## config.mk

```make
export PLATFORM = sky130hd
export DESIGN_NAME = sipo_buf_reader_flat
export DESIGN_NICKNAME = d
export VERILOG_FILES = /design/src/rtl/sipo_buf_reader_if.sv /design/src/rtl/sipo_buf_reader.sv /design/src/flat_wrapper.sv
export SDC_FILE = /design/constraint.sdc
export NUM_CORES = 1
export LEC_CHECK = 0
export CAP_MARGIN = 30
export CORE_ASPECT_RATIO = 1.75
export CORE_UTILIZATION = 37
export CTS_CLUSTER_SIZE = 10
export DETAILED_ROUTE_END_ITERATION = 7
export PLACE_DENSITY_LB_ADDON = 0.15
export SLEW_MARGIN = 10
export SYNTH_ARGS = -nofsm -noshare
export SYNTH_HDL_FRONTEND = slang
export SYNTH_SLANG_ARGS = --single-unit
```

## constraint.sdc

```tcl
create_clock -name clk -period 2.02 [get_ports clk]
set_input_delay 0.303 -clock clk [delete_from_list [all_inputs] [get_ports clk]]
set_output_delay 0.303 -clock clk [all_outputs]
set_load 0.005 [all_outputs]
```

## src/rtl/sipo_buf_reader_if.sv

```systemverilog
// Buffer op handshake plus the outgoing word stream of the SIPO buffer reader.
// master = reader side, slave = buffer/consumer side.
`timescale 1ns/1ps
interface sipo_buf_reader_if #(
  parameter int DATA_W = 32
);
  logic              buf_val_op;
  logic              buf_op;
  logic              buf_op_ack;
  logic              buf_op_commit;
  logic [DATA_W-1:0] buf_rdata;
  logic              out_valid;
  logic              out_ready;
  logic [DATA_W-1:0] out_data;
  logic              out_last;

  modport master (
    output buf_val_op, buf_op, out_valid, out_data, out_last,
    input  buf_op_ack, buf_op_commit, buf_rdata, out_ready
  );

  modport slave (
    input  buf_val_op, buf_op, out_valid, out_data, out_last,
    output buf_op_ack, buf_op_commit, buf_rdata, out_ready
  );
endinterface

```

## src/rtl/sipo_buf_reader.sv

```systemverilog
// Drains word_count words from the SIPO scan buffer, one op at a time, into a
// 2-entry output FIFO streamed out on valid/ready with a last-word marker.
`timescale 1ns/1ps
module sipo_buf_reader #(
  parameter int DATA_W    = 32,
  parameter int MAX_WORDS = 64,
  parameter int CNT_W     = 7,
  parameter int TIMEOUT   = 255
) (
  input  logic                 clk,
  input  logic                 reset,
  input  logic                 start,
  input  logic [CNT_W-1:0]     word_count,
  output logic                 busy,
  output logic                 done,
  output logic                 error,
  sipo_buf_reader_if.master    bus
);

  typedef enum logic [2:0] {
    IDLE, REQ, CMT, HOLD, DRAIN, FIN, ERR
  } state_t;

  state_t            state_q;
  logic [CNT_W-1:0]  remaining_q;
  logic [7:0]        tmo_q;
  logic              val_op_q;
  logic              done_q;
  logic              error_q;

  logic              head_vld_q;
  logic              head_last_q;
  logic [DATA_W-1:0] head_dat_q;
  logic              tail_vld_q;
  logic              tail_last_q;
  logic [DATA_W-1:0] tail_dat_q;

  logic              push;
  logic              pop;
  logic              push_last;
  logic [1:0]        occ;
  logic [1:0]        occ_after;
  logic [CNT_W-1:0]  wc_clamp;
  logic              tmo_expired;

  assign push        = (state_q == CMT) && bus.buf_op_commit;
  assign pop         = head_vld_q && bus.out_ready;
  assign push_last   = (remaining_q == CNT_W'(1));
  assign occ         = {1'b0, head_vld_q} + {1'b0, tail_vld_q};
  assign occ_after   = occ + {1'b0, push} - {1'b0, pop};
  assign wc_clamp    = (word_count > CNT_W'(MAX_WORDS)) ? CNT_W'(MAX_WORDS) : word_count;
  assign tmo_expired = (tmo_q == 8'(TIMEOUT - 1));

  assign busy           = (state_q != IDLE);
  assign done           = done_q;
  assign error          = error_q;
  assign bus.buf_val_op = val_op_q;
  assign bus.buf_op     = 1'b1;
  assign bus.out_valid  = head_vld_q;
  assign bus.out_data   = head_dat_q;
  assign bus.out_last   = head_last_q;

  // Timeout counter restarts on every state transition and saturates otherwise.
  always_ff @(posedge clk) begin
    if (reset) begin
      state_q     <= IDLE;
      remaining_q <= '0;
      tmo_q       <= '0;
      val_op_q    <= 1'b0;
      done_q      <= 1'b0;
      error_q     <= 1'b0;
    end else begin
      done_q <= 1'b0;
      if (tmo_q != 8'(TIMEOUT)) tmo_q <= tmo_q + 8'd1;
      case (state_q)
        IDLE: begin
          if (start) begin
            error_q <= 1'b0;
            tmo_q   <= '0;
            if (wc_clamp == '0) begin
              state_q <= FIN;
            end else begin
              remaining_q <= wc_clamp;
              val_op_q    <= 1'b1;
              state_q     <= REQ;
            end
          end
        end
        REQ: begin
          if (bus.buf_op_ack) begin
            val_op_q <= 1'b0;
            tmo_q    <= '0;
            state_q  <= CMT;
          end else if (tmo_expired) begin
            val_op_q <= 1'b0;
            tmo_q    <= '0;
            state_q  <= ERR;
          end
        end
        CMT: begin
          if (bus.buf_op_commit) begin
            remaining_q <= remaining_q - CNT_W'(1);
            tmo_q       <= '0;
            if (push_last) begin
              state_q <= DRAIN;
            end else if (occ_after <= 2'd1) begin
              val_op_q <= 1'b1;
              state_q  <= REQ;
            end else begin
              state_q <= HOLD;
            end
          end else if (tmo_expired) begin
            tmo_q   <= '0;
            state_q <= ERR;
          end
        end
        HOLD: begin
          if (occ <= 2'd1) begin
            val_op_q <= 1'b1;
            tmo_q    <= '0;
            state_q  <= REQ;
          end
        end
        DRAIN: begin
          if (occ == 2'd0) begin
            tmo_q   <= '0;
            state_q <= FIN;
          end
        end
        FIN: begin
          done_q  <= 1'b1;
          tmo_q   <= '0;
          state_q <= IDLE;
        end
        ERR: begin
          error_q <= 1'b1;
          done_q  <= 1'b1;
          tmo_q   <= '0;
          state_q <= IDLE;
        end
        default: state_q <= IDLE;
      endcase
    end
  end

  // Head register feeds the outputs directly; tail only fills while the head is stalled.
  always_ff @(posedge clk) begin
    if (reset) begin
      head_vld_q  <= 1'b0;
      head_last_q <= 1'b0;
      head_dat_q  <= '0;
      tail_vld_q  <= 1'b0;
      tail_last_q <= 1'b0;
      tail_dat_q  <= '0;
    end else if (state_q == ERR) begin
      head_vld_q <= 1'b0;
      tail_vld_q <= 1'b0;
    end else if (!head_vld_q || pop) begin
      if (tail_vld_q) begin
        head_vld_q  <= 1'b1;
        head_dat_q  <= tail_dat_q;
        head_last_q <= tail_last_q;
        tail_vld_q  <= push;
        if (push) begin
          tail_dat_q  <= bus.buf_rdata;
          tail_last_q <= push_last;
        end
      end else begin
        head_vld_q <= push;
        if (push) begin
          head_dat_q  <= bus.buf_rdata;
          head_last_q <= push_last;
        end
      end
    end else if (push) begin
      tail_vld_q  <= 1'b1;
      tail_dat_q  <= bus.buf_rdata;
      tail_last_q <= push_last;
    end
  end

endmodule

```

## src/flat_wrapper.sv

```systemverilog
// flat-port wrapper written by rule: the top's interface ports become plain ports
module sipo_buf_reader_flat 
#(
  parameter int DATA_W    = 32,
  parameter int MAX_WORDS = 64,
  parameter int CNT_W     = 7,
  parameter int TIMEOUT   = 255
)
  (clk, reset, start, word_count, busy, done, error, bus_buf_val_op, bus_buf_op, bus_out_valid, bus_out_data, bus_out_last, bus_buf_op_ack, bus_buf_op_commit, bus_buf_rdata, bus_out_ready);
  sipo_buf_reader_if #(.DATA_W(DATA_W)) bus_i ();
  input  logic clk;
  input  logic reset;
  input  logic start;
  input  logic [CNT_W-1:0] word_count;
  output logic busy;
  output logic done;
  output logic error;
  output wire logic [$bits(bus_i.buf_val_op)-1:0] bus_buf_val_op;
  output wire logic [$bits(bus_i.buf_op)-1:0] bus_buf_op;
  output wire logic [$bits(bus_i.out_valid)-1:0] bus_out_valid;
  output wire logic [$bits(bus_i.out_data)-1:0] bus_out_data;
  output wire logic [$bits(bus_i.out_last)-1:0] bus_out_last;
  input wire logic [$bits(bus_i.buf_op_ack)-1:0] bus_buf_op_ack;
  input wire logic [$bits(bus_i.buf_op_commit)-1:0] bus_buf_op_commit;
  input wire logic [$bits(bus_i.buf_rdata)-1:0] bus_buf_rdata;
  input wire logic [$bits(bus_i.out_ready)-1:0] bus_out_ready;
  assign bus_buf_val_op = bus_i.buf_val_op;
  assign bus_buf_op = bus_i.buf_op;
  assign bus_out_valid = bus_i.out_valid;
  assign bus_out_data = bus_i.out_data;
  assign bus_out_last = bus_i.out_last;
  assign bus_i.buf_op_ack = bus_buf_op_ack;
  assign bus_i.buf_op_commit = bus_buf_op_commit;
  assign bus_i.buf_rdata = bus_buf_rdata;
  assign bus_i.out_ready = bus_out_ready;
  sipo_buf_reader #(.DATA_W(DATA_W), .MAX_WORDS(MAX_WORDS), .CNT_W(CNT_W), .TIMEOUT(TIMEOUT)) u_core (.clk(clk), .reset(reset), .start(start), .word_count(word_count), .busy(busy), .done(done), .error(error), .bus(bus_i));
endmodule
```

==> results of run 1 <==
[sequential cells by signal (all words and copies together) (netlist names)]
signal and count:
u_core.bus.out_data 32, u_core.tail_dat_q 32, u_core.tmo_q 8, u_core.remaining_q 7, u_core.state_q 3, u_core.bus.buf_val_op 1, u_core.bus.out_last 1, u_core.bus.out_valid 1
u_core.done 1, u_core.error 1, u_core.tail_last_q 1, u_core.tail_vld_q 1
[what timing repair did]
item | CTS | global route
hold buffers | 0 | 0
setup endpoints to repair | 1 | 0
gates resized for setup | 5 | 0
hold endpoints to repair | 0 | 0
[power groups by stage]
stage	Combinational [W]	Sequential, W	Clock [W]
detailed placement	0.000489	0.00188	0
global route	0.000539	0.00185	0.00164
finish	0.000488	0.00184	0.00152
global placement	0.000482	0.00188	0
floorplan	0.000244	0.00187	0
CTS	0.000491	0.00184	0.00157
[placed cells by master, fill, tap and decap left out, drive strengths merged, types with 4 or more instances in the layout]
| cell | Yosys | routed |
|---|---|---|
| xnor2 | 4 | 4 |
| clkdlybuf4s50 | 0 | 80 |
| nand3 | 7 | 7 |
| dfxtp | 89 | 89 |
| nand2 | 74 | 74 |
| nor2 | 42 | 42 |
| inv | 10 | 10 |
| a221o | 5 | 5 |
| ha | 7 | 7 |
| a21oi | 48 | 48 |
| mux2i | 38 | 38 |
| o21ai | 12 | 12 |
| nand2b | 11 | 11 |
| clkbuf | 17 | 10 |
| a211oi | 37 | 37 |
| nor3 | 8 | 8 |
| nand3b | 8 | 8 |
| nor2b | 4 | 4 |
| nor3b | 4 | 4 |
| buf | 18 | 29 |
[routing by layer]
layer  wire length, microns  vias up  global-route usage
li1                       -     1891                   -
met1                   4491     1732              0.2274
met2                   5324       76              0.3227
met3                    363       18             0.03215
met4                    278        0             0.08218
met5                      0        -                   0
[worst max-delay path, cell delays in order (launching register included)]
cell           delay, ns
dfxtp_4             0.38
buf_4               0.17
or3_1               0.38
dlygate4sd2_1       0.27
[logic make-up (layout without fill, tap and decap cells)]
group                      Yosys count  count (layout)  share of synthesized area
adders and majority gates            8               8                    0.02359
AOI/OAI and AO/OA                  123             123                     0.1914
muxes                               38              38                    0.09193
DFF                                 89              89                     0.4306
xor gates and xnor gates             6               6                    0.01270
buffers and inverters               45             135                    0.04415
and+or+nand+nor                    179             179                     0.2047
other                                1               1                  0.0009063
[layout make-up]
type	count	area (sq um)
repair buffers	110	1050
well taps	130	162.7
multi-input cells	355	2195
inverters	10	37.54
fillers	1023	5254
flip-flops and latches	89	1790
clock inverters	5	32.53
clock buffers	10	239.0
[per-stage QoR]
stage,hold slack (ns),setup WS (ns),area (sq um),setup TNS [ns],std cells
6_report,0.4529,0.1853,5507,0,709
5_1_grt,0.4740,0.07053,5507,0,709
4_1_cts,0.4556,0.1806,5507,0,709
3_5_place_dp,0.4465,-0.07005,5229,-0.8226,694
3_3_place_gp,0.4409,-0.05853,5229,-0.2744,694
2_1_floorplan,0.4357,0.008968,4139,0,489
[worst paths after layout]
kind / startpoint / end / slack, ns / cells past startpoint
worst min-delay path: u_core.tail_dat_q[20] / u_core.tail_dat_q[20] / 0.45 / 2
worst max register to register: u_core.state_q[1] / u_core.bus.out_data[6] / 0.21 / 6
worst max-delay path: u_core.state_q[0] / busy / 0.19 / 3
worst min register to register: u_core.tail_dat_q[20] / u_core.tail_dat_q[20] / 0.45 / 2
==> reports/qor.yml, run 1 <==
status:
  status: "completed"
finish:
  nNetsFinal: 627
  final_core_utilization: 0.5117
  antenna_cells_inserted: 0
  syn_to_final_growth_pct: 33.08
  drive_above_1_share: 0.09326
sta:
  finalSetupViolations: 0
  timing.max_slew.rel_slack: 0.5385
  final.min_clock_period_ns: 1.835
  highest_achievable_clock_rate_mhz: 545.1
  clock-skew-final_ns: 0.004566
  finalHoldViolations: 0
  grt_setup_unrepaired: "no"
  max_slew.worst_pin.slew_ns: 0.6922
  fin_crit_sh: 0.9082
  maxSlewViolCount: 0
setup_path:
  timing.critical_path.arrival_ns: 1.53
  critPathMaxFanout: 10
  required_ns: 1.72
  crit_path_kind: "register to primary output"
  endpoint_kind: "primary output"
  worst_setup_path_start_kind: "register"
synth:
  ys.warnings.count: 0
  top_cells_by_count_synth: "dfxtp_1 (89), nand2_1 (74), a21oi_1 (48)"
  ys_top_cells_by_area: "dfxtp_1 (43%), mux2i_1 (9.2%), a211oi_1 (6.7%)"
  async_reset_ff_frac: 0
  synth_fp_nets: 541
  synth_seq_area_share: 0.4306
  synth_seq_cells: 89
  post_synth_instance_area_sq_mm: 0.004138
  synthMostInstantiatedCell: "dfxtp_1"
  synth_cell_types: 49
  syn_avg_cell_area_sq_um: 8.462
  synthesis.instances: 489
  synth-edff-count: 0
  synth.largest_area_cell: "dfxtp_1"
  ys_dominant_reg_cell: "dfxtp_1"
  netlist.area_leader.share: 0.4306
detailed_routing:
  drt_iter0_markers: 168
  vias_per_cell: 5.243
  routed-via-count: 3717
  totalWireLength_microns: 10460
  drc: 0
  postRouteAntennaNets: 0
  routed_wire_length_per_instance_microns: 14.75
  pre_antenna_drt_iters: 4
die:
  io-pin-count: 84
  fp.coreArea_sq_mm: 0.01076
  die_w_microns: 81.94
  placement_rows: 50
  start_util: 0.3845
  floorplan.die_area_sq_mm: 0.01163
  die_y_microns: 141.9
power_and_ir_drop:
  power_density_over_the_cells_mw_per_mm2: 699.4
  power_frac_clock: 0.396
  leakage_nw: 1.836
  total_switching_power_w: 0.0009332
  internal_power_w: 0.002918
  switching_share: 0.2423
  p_comb_frac: 0.127
  peakVddDrop_v: 0.0004706
  sequential_group_share_of_total_power: 0.478
  total_power_w: 0.003851
placement:
  i_o_buffers: 82
  final_wtd_congestion: 0.8468
  hpwl_microns: 7185
clock_tree:
  htreeDepth: 3
  cts_root_buf: "clkbuf_16"
  clockBufferDepth: 2
  clock_sinks: 89
  cts-buffers-inserted: 9
  tritoncts_clock_tree: "done"
  setup_fix_bufs_post_cts: 0
  cts.reportedPaths.clkPinSlew_ns: 0.06
  clk_latency_ns: 0.33
grt:
  grt_start_max_net_pins: 67
  number_of_antenna_violations_at_the_first_check_in_global_routing: 0
  grt_first_pass_wirelength_microns: 17120
  first_global_vias: 3586
  grt_remaining_overflow: 0
  grt.total_usage: 0.1896
hold_path:
  hold_class: "register to register"
run:
  max_cap_viol_count: 0
(Power assumes the default switching activity.)
==> run 2, diff against run 1 <==
==> constraint.sdc (replaced) <==
create_clock -name clk -period 2.02 [get_ports clk]
set_input_delay 0.404 -clock clk [delete_from_list [all_inputs] [get_ports clk]]
set_output_delay 0.404 -clock clk [all_outputs]
set_load 0.005 [all_outputs]
==> reports/qor.yml, run 2 (synthesized netlist as in run 1, its figures left out) <==
status:
  status: "completed"
setup_path:
  cp_cell_sequence: "buf_4 -> or3_1 -> dlygate4sd2_1"
  endpoint_kind: "primary output"
  crit_family: "buffers and inverters"
  timing.reg2reg.worst_path_depth: 4
  r2r-end: "u_core.remaining_q[4]"
  crit_path_max_incr_delay_ns: 0.38
  critPathSlowestCell: "dfxtp_4"
  r2r_setup_slack_ns: 0.14
  timing.critical_path.arrival_ns: 1.51
  crit_path_kind: "register to primary output"
  number_of_buffer_and_inverter_instances_along_the_worst_setup_path: 2
  r2r-start: "u_core.state_q[0]"
  required_ns: 1.62
  worst_setup_path_start_kind: "register"
  critPathMaxFanout: 11
clock_tree:
  clk_latency_ns: 0.34
  cts_root_buf: "clkbuf_16"
  cts.reportedPaths.clkPinSlew_ns: 0.06
  htreeDepth: 3
  tritoncts_clock_tree: "done"
  clockBufferDepth: 2
  clock_sinks: 89
  cts-buffers-inserted: 9
hold_path:
  hold_path_end: "u_core.tail_dat_q[0]"
  timing.hold.worst_path_depth: 2
  hold_class: "register to register"
  hold_path.startpoint: "u_core.tail_dat_q[0]"
placement:
  hpwl_microns: 7249
  final_wtd_congestion: 0.8409
  placed_cells_incl_taps: 692
  i_o_buffers: 82
power_and_ir_drop:
  total_power_w: 0.003891
  sequential_group_share_of_total_power: 0.473
  power_frac_clock: 0.402
  internal_power_w: 0.002928
  total_switching_power_w: 0.0009625
  power_density_over_the_cells_mw_per_mm2: 705.3
  peakVddDrop_v: 0.0004726
  leakage_nw: 1.840
  switching_share: 0.2474
  p_comb_frac: 0.125
detailed_routing:
  drt_iter0_markers: 175
  totalWireLength_microns: 10540
  routed_wire_length_per_instance_microns: 14.89
  pre_antenna_drt_iters: 4
  routed-via-count: 3778
  vias_per_cell: 5.336
  drc: 0
  postRouteAntennaNets: 0
grt:
  number_of_antenna_violations_at_the_first_check_in_global_routing: 0
  grt_remaining_overflow: 0
  first_global_vias: 3590
  grt_first_pass_wirelength_microns: 17250
  grt.total_usage: 0.1919
  grt_start_max_net_pins: 53
sta:
  timing.max_slew.rel_slack: 0.5711
  highest_achievable_clock_rate_mhz: 521.5
  clock-skew-final_ns: 0.007879
  final.min_clock_period_ns: 1.918
  finalSetupViolations: 0
  setup-tns-final_ns: 0
  fin_crit_sh: 0.9494
  grt_setup_unrepaired: "no"
  maxSlewViolCount: 0
  max_slew.worst_pin.slew_ns: 0.6434
  finalHoldViolations: 0
die:
  floorplan.die_area_sq_mm: 0.01163
  fp.coreArea_sq_mm: 0.01076
  io-pin-count: 84
  die_w_microns: 81.94
  start_util: 0.3845
  placement_rows: 50
  die_y_microns: 141.9
finish:
  post_layout_nonfiller_instances: 708
  syn_to_final_growth_pct: 33.32
  layout.cells.most_common: "dfxtp_1"
  drive_above_1_share: 0.08651
  final_core_utilization: 0.5127
  filler_cell_count: 1087
  nNetsFinal: 625
  antenna_cells_inserted: 0
  most-common-layout-cells: "dfxtp_1 (87), clkdlybuf4s50_1 (80), nand2_1 (74)"
run:
  max_cap_viol_count: 0
-- run 2: cell count changes in the layout (fill, tap and decap cells not counted) --
cell        delta
clkbuf_1       +2
dfxtp_4        -1
clkinv_2       -1
buf_12         +2
dfxtp_1        +1
buf_4          -4
clkinvlp_4     -1
clkinv_4       +1
-- run 2: worst register-to-register path, stage by stage, from the launching register on --
cell     delay, ns
dfxtp_1       0.44
or4b_1        0.57
a21o_1        0.33
a221o_1       0.40
o21ai_0       0.07
-- run 2: layer usage --
layer / GRT usage / wire (microns) / vias to the layer above
met2: 0.3249 / 5316 / 79
met5: 0 / 0 / -
met1: 0.2213 / 4458 / 1775
met3: 0.04116 / 455 / 23
li1: - / - / 1901
met4: 0.09511 / 309 / 0
-- run 2: how the worst max path moves through the flow --
stage	from	to	depth (start not counted)
floorplan	u_core.state_q[1]	u_core.state_q[1]	9
global placement	start	u_core.remaining_q[6]	5
detailed placement	start	u_core.remaining_q[4]	5
CTS	u_core.state_q[1]	busy	3
global route	u_core.state_q[0]	u_core.state_q[1]	7
finish	u_core.state_q[1]	busy	3
-- run 2: cell type report --
class,count,area [sq um],share of cell area
clock buffers,12,246.5,0.04468
clock inverters,4,28.78,0.005217
inverters,10,37.54,0.006804
multi-input cells,355,2195,0.3978
flip-flops and latches,89,1787,0.3239
well taps,130,162.7,0.02949
repair buffers,108,1060,0.1921
-- run 2: repair_timing --
action	in CTS	in global routing
setup endpoints to repair	1	0
hold endpoints to repair	0	0
buffers inserted	0	0
hold buffers	0	0
gates resized for setup	3	0
-- run 2: power by group through the flow --
stage,clock network (W),logic (W),registers [W]
finish,0.00157,0.000486,0.00184
global route,0.00167,0.000538,0.00185
CTS,0.00160,0.000487,0.00184
detailed placement,0,0.000486,0.00188
global placement,0,0.000479,0.00188
floorplan,0,0.000244,0.00187
-- run 2: through the flow --
stage / setup WS [ns] / area (sq um) / hold WS (ns)
floorplan: 0.008968 / 4139 / 0.4357
global route: 0.0008968 / 5517 / 0.4708
finish: 0.1023 / 5517 / 0.4532
CTS: 0.08966 / 5517 / 0.4554
global placement: -0.1759 / 5239 / 0.4408
detailed placement: -0.1774 / 5239 / 0.4463
==> patch: new RTL, flow settings as in run 1 <==
`DATA_W` is set to 32 in 3 places; all go to 64.
--- a/src/rtl/sipo_buf_reader_if.sv
+++ b/src/rtl/sipo_buf_reader_if.sv
@@ -2,7 +2,7 @@
 // master = reader side, slave = buffer/consumer side.
 `timescale 1ns/1ps
 interface sipo_buf_reader_if #(
-  parameter int DATA_W = 32
+  parameter int DATA_W = 64
 );
   logic              buf_val_op;
   logic              buf_op;
--- a/src/rtl/sipo_buf_reader.sv
+++ b/src/rtl/sipo_buf_reader.sv
@@ -2,7 +2,7 @@
 // 2-entry output FIFO streamed out on valid/ready with a last-word marker.
 `timescale 1ns/1ps
 module sipo_buf_reader #(
-  parameter int DATA_W    = 32,
+  parameter int DATA_W    = 64,
   parameter int MAX_WORDS = 64,
   parameter int CNT_W     = 7,
   parameter int TIMEOUT   = 255
--- a/src/flat_wrapper.sv
+++ b/src/flat_wrapper.sv
@@ -1,7 +1,7 @@
 // flat-port wrapper written by rule: the top's interface ports become plain ports
 module sipo_buf_reader_flat 
 #(
-  parameter int DATA_W    = 32,
+  parameter int DATA_W    = 64,
   parameter int MAX_WORDS = 64,
   parameter int CNT_W     = 7,
   parameter int TIMEOUT   = 255
Interface: changed (resized bus_buf_rdata and bus_out_data); port bits go from 84 to 148. The function was not compared with the original's and may differ.
==> patch against run 1 <==
Combinational power rose by 51%; global-route usage is 0.46 points higher; die area rose by 59%; area after synthesis grew 60%; design area is 65% higher; sequential share of layout area grew 1.2 points; worst hold slack worse by 0.28 ns; sequential cell count up 64; clock power grew 130%; wire length increased by 64%; total power grew 91%; worst setup slack got worse by 0.12 ns; largest power group is now the clock network.
==> patch: results (changes against run 1) <==
stage;metric;value;unit;change
status;outcome;completed;;
global_route;largest net degree at the start of global routing;97;;+45%
logic_synthesis;top post-synthesis cells by area;dfxtp_1, mux2i_1, nand2_1;;
global_route;M2 GR Usage;36.1;%;+3.8 points
logic_synthesis;Cell variety after synth;61;;+24%
worst_hold_path;Hold Crit Class;in -> reg;;
clocking;H-tree depth;4;;+1
critical_path;slowest stage delay, CP;0.40;ns;+0.02 ns
clocking;clock latency on the worst-skew pair;0.43;ns;+0.10 ns
power;Sw Pwr;1.66;mW;+78%
logic_synthesis;Mean Syn Cell Area;8.69;µm²;+2.7%
detailed_routing;final WL;17100;µm;+64%
detailed_routing;met2 routed WL;9250;µm;+74%
place;placed insts;1112;;+60%
place;Buffers on Ports;146;;+78%
logic_synthesis;Synth top cells by count;dfxtp_1, nand2_1, a21oi_1;;
timing;Worst-Margin Slew;0.531;ns;-0.161 ns
detailed_routing;starting DRC count in detailed routing;172;;+2.4%
place;HPWL Detailed;11600;µm;+62%
power;Clock power frac;47.3;%;+7.7 points
detailed_routing;DR WL/cell;15.0;µm;+1.6%
logic_synthesis;sequential share of the synthesized area;46.2;%;+3.2 points
timing;Clock Skews;0.00895;ns;+0.00438 ns
critical_path;Crit Path Max Fanout;9;;-1
power;combinational share of power;10.0;%;-2.7 points
place;RD Place Congestion;0.895;;+5.7%
power;Max VDD drop;0.542;mV;+15%
critical_path;Critical-path top delay cell;or3_1;;
global_route;vias in the first global route;5838;;+63%
global_route;GRT Overall Usage;19.4;%;+0.46 points
place;Place WS;-0.149;ns;-0.0791 ns
logic_synthesis;syn_nets;846;;+56%
==> patch: final cells by class <==
class	count	area, µm²
clock buffer	22	485
clock inverter	10	163
fill	1621	8450
inverter	13	48.8
multi-input combinational	536	3240
sequential	153	3070
tap	231	289
timing repair buffer	179	1790
==> patch: cells by family after synthesis <==
| family | share of synthesized area [%] |
|---|---|
| buf+inv | 5.08 |
| other cells | 0.0566 |
| fa+ha+maj | 1.32 |
| mux | 9.99 |
| flops | 46.2 |
| simple gates | 17.1 |
| xor+xnor | 1.06 |
| compound gates | 19.2 |
==> patch: worst paths after layout <==
kind | start | to | slack (ns) | cells after the start
max | u_core.state_q[0]$_SDFFE_PP0P_ | busy | 0.07 | 3
min | reset | u_core.remaining_q[2]$_SDFFE_PP0P_ | 0.17 | 2
min reg2reg | u_core.tail_last_q$_SDFFE_PP0P_ | u_core.bus.out_last$_SDFFE_PP0P_ | 0.45 | 2
max reg2reg | u_core.state_q[2]$_SDFFE_PP0P_ | u_core.state_q[1]$_SDFFE_PP0P_ | 0.16 | 7
